### src/rtl/dvi_tmds_encode.sv
// DVI 1.0 TMDS encoder: expands 4-bit RGB to 8 bits and emits three 10-bit symbols per pixel.
// Two-stage pipeline; defining TMDS_OUTPUT_REG_EN adds a third output register stage.
module dvi_tmds_encode (
  input  logic       clk,
  input  logic       reset_i,
  input  logic [3:0] red_i,
  input  logic [3:0] green_i,
  input  logic [3:0] blue_i,
  input  logic       hsync_i,
  input  logic       vsync_i,
  input  logic       dv_de_i,
  output logic [9:0] tmds_red_o,
  output logic [9:0] tmds_green_o,
  output logic [9:0] tmds_blue_o,
  output logic       hsync_o,
  output logic       vsync_o,
  output logic       dv_de_o
);

  localparam logic [9:0] TokCtl00 = 10'h354;
  localparam logic [9:0] TokCtl01 = 10'h0ab;
  localparam logic [9:0] TokCtl10 = 10'h154;
  localparam logic [9:0] TokCtl11 = 10'h2ab;

  function automatic logic [3:0] count_ones(input logic [7:0] v);
    logic [3:0] n;
    n = '0;
    for (int i = 0; i < 8; i++) n = n + {3'b000, v[i]};
    return n;
  endfunction

  function automatic logic [8:0] tmds_qm(input logic [7:0] d);
    logic [3:0] n1;
    logic       use_xnor;
    logic [8:0] qm;
    n1       = count_ones(d);
    use_xnor = (n1 > 4'd4) || ((n1 == 4'd4) && !d[0]);
    qm       = '0;
    qm[0]    = d[0];
    for (int i = 1; i < 8; i++) qm[i] = use_xnor ? ~(qm[i-1] ^ d[i]) : (qm[i-1] ^ d[i]);
    qm[8] = ~use_xnor;
    return qm;
  endfunction

  // Returns {symbol[9:0], next disparity[4:0]}; all disparity math wraps in 5-bit two's complement.
  function automatic logic [14:0] tmds_balance(input logic [8:0] qm, input logic [4:0] cnt);
    logic [3:0] n1;
    logic [4:0] disp;
    logic [9:0] sym;
    logic [4:0] cnt_n;
    n1   = count_ones(qm[7:0]);
    disp = {n1, 1'b0} - 5'd8;
    if ((cnt == 5'd0) || (n1 == 4'd4)) begin
      sym   = {~qm[8], qm[8], qm[8] ? qm[7:0] : ~qm[7:0]};
      cnt_n = qm[8] ? (cnt + disp) : (cnt - disp);
    end else if ((!cnt[4] && (n1 > 4'd4)) || (cnt[4] && (n1 < 4'd4))) begin
      sym   = {1'b1, qm[8], ~qm[7:0]};
      cnt_n = cnt + {3'b000, qm[8], 1'b0} - disp;
    end else begin
      sym   = {1'b0, qm[8], qm[7:0]};
      cnt_n = cnt - {3'b000, ~qm[8], 1'b0} + disp;
    end
    return {sym, cnt_n};
  endfunction

  function automatic logic [9:0] ctl_token(input logic [1:0] c);
    logic [9:0] tok;
    unique case (c)
      2'b00:   tok = TokCtl00;
      2'b01:   tok = TokCtl01;
      2'b10:   tok = TokCtl10;
      default: tok = TokCtl11;
    endcase
    return tok;
  endfunction

  // Channel index: 0 = blue, 1 = green, 2 = red.
  logic [2:0][7:0] pix;
  logic [2:0][8:0] qm_d, qm_q;
  logic            hs1_q, vs1_q, de1_q;

  assign pix[0] = {blue_i, blue_i};
  assign pix[1] = {green_i, green_i};
  assign pix[2] = {red_i, red_i};

  always_comb begin
    qm_d = '0;
    for (int ch = 0; ch < 3; ch++) qm_d[ch] = tmds_qm(pix[ch]);
  end

  logic [2:0][9:0] sym_d, sym_q;
  logic [2:0][4:0] cnt_d, cnt_q;
  logic            hs2_q, vs2_q, de2_q;

  always_comb begin
    sym_d = sym_q;
    cnt_d = cnt_q;
    for (int ch = 0; ch < 3; ch++) begin
      if (de1_q) begin
        {sym_d[ch], cnt_d[ch]} = tmds_balance(qm_q[ch], cnt_q[ch]);
      end else begin
        // Only blue carries sync during blanking; disparity restarts from zero.
        sym_d[ch] = (ch == 0) ? ctl_token({vs1_q, hs1_q}) : TokCtl00;
        cnt_d[ch] = '0;
      end
    end
  end

  always_ff @(posedge clk) begin
    if (reset_i) begin
      qm_q  <= '0;
      hs1_q <= 1'b0;
      vs1_q <= 1'b0;
      de1_q <= 1'b0;
      sym_q <= {3{TokCtl00}};
      cnt_q <= '0;
      hs2_q <= 1'b0;
      vs2_q <= 1'b0;
      de2_q <= 1'b0;
    end else begin
      qm_q  <= qm_d;
      hs1_q <= hsync_i;
      vs1_q <= vsync_i;
      de1_q <= dv_de_i;
      sym_q <= sym_d;
      cnt_q <= cnt_d;
      hs2_q <= hs1_q;
      vs2_q <= vs1_q;
      de2_q <= de1_q;
    end
  end

`ifdef TMDS_OUTPUT_REG_EN
  logic [2:0][9:0] sym3_q;
  logic            hs3_q, vs3_q, de3_q;

  always_ff @(posedge clk) begin
    if (reset_i) begin
      sym3_q <= {3{TokCtl00}};
      hs3_q  <= 1'b0;
      vs3_q  <= 1'b0;
      de3_q  <= 1'b0;
    end else begin
      sym3_q <= sym_q;
      hs3_q  <= hs2_q;
      vs3_q  <= vs2_q;
      de3_q  <= de2_q;
    end
  end

  assign tmds_blue_o  = sym3_q[0];
  assign tmds_green_o = sym3_q[1];
  assign tmds_red_o   = sym3_q[2];
  assign hsync_o      = hs3_q;
  assign vsync_o      = vs3_q;
  assign dv_de_o      = de3_q;
`else
  assign tmds_blue_o  = sym_q[0];
  assign tmds_green_o = sym_q[1];
  assign tmds_red_o   = sym_q[2];
  assign hsync_o      = hs2_q;
  assign vsync_o      = vs2_q;
  assign dv_de_o      = de2_q;
`endif

endmodule

### config.mk
export PLATFORM = sky130hd
export DESIGN_NAME = dvi_tmds_encode
export DESIGN_NICKNAME = d
export VERILOG_FILES = /design/src/rtl/dvi_tmds_encode.sv
export SDC_FILE = /design/constraint.sdc
export NUM_CORES = 1
export LEC_CHECK = 0
export CAP_MARGIN = 15
export CORE_MARGIN = 2
export CORE_UTILIZATION = 46
export CTS_BUF_LIST = sky130_fd_sc_hd__clkbuf_8
export DETAILED_ROUTE_END_ITERATION = 10
export PLACE_DENSITY = 0.73
export SLEW_MARGIN = 15
export SYNTH_ARGS = -nofsm -noshare
export SYNTH_HDL_FRONTEND = slang
export SYNTH_SLANG_ARGS = --single-unit
### constraint.sdc
create_clock -name clk -period 5.2 [get_ports clk]
set_clock_uncertainty 0.15 [all_clocks]
set_input_delay 1.04 -clock clk [delete_from_list [all_inputs] [get_ports clk]]
set_output_delay 1.04 -clock clk [all_outputs]
set_load 0.03 [all_outputs]
==> impl_results.md <==
* Run status: finished, final reports clean
* Clk buf depth at 2
* Share of cells above drive strength 1 at 5.79%
* Antenna violations before repair at 0
* HPWL Detailed at 7.99 mm
* Critical Path AT at 5.10 ns
* Hold bufs inserted after CTS at 0
* Worst-Margin Slew at 0.638 ns
* Worst path required time at 5.33 ns
* Setup violators final at 0
* Hold path startpoint: qm_q[24]
* Most frequent cells in the layout: inv_1, dfxtp_1, xnor2_1
* Fillers at 976
* Main flop type after synthesis: dfxtp_1
* CTS root buffer: clkbuf_8
* Largest area contributor in the netlist: dfxtp_1
* Vias in the first global route at 3,903
* Iteration count of the initial detailed-routing pass at 4
* Gr busiest metal: met2
* Vias per inst at 4.97
* Hold EP: tmds_red_o[6]
* Mapped cell area at 0.00512 mm²
* DR WL/cell at 13.6 µm
* Period utilisation layout at 95.7%
* Hold WC Path Type: flip-flop to flip-flop
* Area of the multi-input gates at 0.00324 mm²
* RSZ-0062 raised after global routing: no
* CTS sink count at 75
* Clock slew at reported path FFs at 0.08 ns
* Routed WL at 10.1 mm
* Synth Area per Inst at 9.36 µm²
* Max cap viols at 0
* CP Max Fanout at 5
* Final Hold Vio Count at 0
* Routed Antenna Nets at 0
* Mapped Cells at 547
* Synth top area share at 29.3%
* Critical path class: flip-flop to flip-flop
* Flop-to-flop setup slack at 0.23 ns
* Postcts setup bufs at 0
* Relative slew slack at 57.1%
* First-pass GRT wire length at 17.6 mm
* Endpoint type of the worst setup path: flip-flop
* Post-Syn Nets at 645
* Worst setup SP type: flip-flop
* Reg area at 0.00150 mm²
* DIE WIDTH at 110 µm
* Synth Register Bits at 75
* Post-synth EDFFs at 0
* Routed vias at 3,696
* Buffers on Ports at 49
* Crit Reg-Reg Endpoint: cnt_q[14]
* Worst skew pair latency at 0.35 ns
* Num CTS Buffers at 9
* Initial Utilization at 47.3%
* Met2 usage at 33.6%
* Setup ws final at 0.225 ns
* Reg2reg path depth at 17
* Die Y at 110 µm
* DRC Markers at 0
* Hold Path Depth at 2
* Final GP Congestion at 0.849
* Start point of the critical path: qm_q[18]
* Largest net degree at the start of global routing at 40
* Synth top area cells: dfxtp_1, ha_1, xnor2_1
* GRT Util Overall at 18.8%
* Initial drt markers at 103
* Final Slew Violations at 0
* Number of H-tree levels at 3
* FF-to-FF Start: qm_q[18]
* Core footprint at 0.0108 mm²
* Synth unique cells at 53
* Net count reported at finish at 697
* Asr flop ratio synth at 0%
* Pre-CTS WS at 0.180 ns
* DIE AREA at 0.0120 mm²
* Row count at 38
* Met1 Use GR at 22.3%
* Gr ovfl total at 0
* Seq/Total Area, Yosys at 29.3%
* Post-route minimum period at 4.97 ns
* IO Count at 50
* Synth warn at 0
* Met3 Use GR at 4.68%
* # diodes at 0
* Fmax at 201 MHz
* Setup TNS at 0 ns
* Area growth, synth to finish at 17.6%
* TritonCTS clock tree: done
* Final cell utilization of the core at 55.6%
* Most common cell after layout, fill and taps aside: inv_1
[Yosys cell counts (all sizes together) (2+ instances only)]
library cell  instances
a32oi                 2
a211o                 2
nand2b                7
o311ai                2
o31ai                 2
xor2                 17
dfxtp                75
nor4                  2
maj3                  4
and2                  4
nor3b                 2
a311o                 2
a21boi                2
o21ai                15
inv                  84
nor3                  4
a31oi                 5
a21oi                25
o211ai                2
a21o                  4
nor2b                16
fa                   30
nor2                 54
clkbuf                7
ha                   51
mux2i                 8
buf                   6
a211oi                6
nand2                18
xnor2                70
or2                   5
a311oi                2
[worst max-delay path by stage]
stage,endpoint,slack (ns),depth (start not counted)
final,cnt_q[14],0.23,17
after global routing,cnt_q[14],0.01,17
after detailed placement,cnt_q[14],0.18,17
after floorplan,cnt_q[14],0.48,17
after CTS,cnt_q[14],0.16,17
after global placement,cnt_q[14],0.34,17
[sequential cells by signal, summed over array words and instances, names as in the netlist]
signal and count:
cnt_q 12, de1_q 1, dv_de_o 1, hs1_q 1, hsync_o 1, qm_q 27, tmds_blue_o 10, tmds_green_o 10
tmds_red_o 10, vs1_q 1, vsync_o 1
[area by class of cell]
class                           count  area share (%)
Clock inverter                      7            2.33
Tap cell                          140            2.91
Sequential cell                    75            24.9
Timing Repair Buffer               54            8.76
Inverter                           84            5.23
Multi-Input combinational cell    375            53.8
Clock buffer                        9            2.06
[metal layers]
layer,wire length (µm),vias to the layer above
met1,4370,1768
met2,5210,71
met5,0,-
met3,432,13
met4,136,0
li1,-,1844
[cell families after synthesis]
family	after synthesis	share of synthesized area, %
AOI/OAI and AO/OA	76	9.84
xor gates and xnor gates	87	15.0
adders and majority gates	85	25.0
buffers and inverters	97	7.60
DFF	75	29.3
muxes	8	2.05
and+or+nand+nor	119	11.2
[timing repair]
item | 4_1_cts | 5_1_grt
endpoints found under the setup margin | 0 | 9
resized for setup | 0 | 3
endpoints found under the hold margin | 0 | 0
[metrics by stage]
step                instances  instance area [µm²]  hold WS, ns
floorplan                 547                 5120        0.315
global placement          728                 5750        0.341
detailed placement        728                 5750        0.337
CTS                       744                 6020        0.353
global route              744                 6020        0.396
finish                    744                 6020        0.346
[worst max-delay path, cell delays in order, from the launching register on]
cell and delay, ns:
dfxtp_1 0.34, inv_1 0.06, fa_1 0.55, fa_1 0.43, fa_1 0.49, inv_1 0.04, ha_1 0.19, inv_1 0.07
fa_2 0.47, ha_1 0.31, inv_2 0.07, ha_1 0.28, nor2b_1 0.14, or4_1 0.51, a32oi_1 0.25, a211oi_1 0.09
or3_1 0.33, a21oi_1 0.14
Power is left out: the tool's default activity adds up to more than one toggle a clock period on the data nets, which glitch-free logic cannot reach.
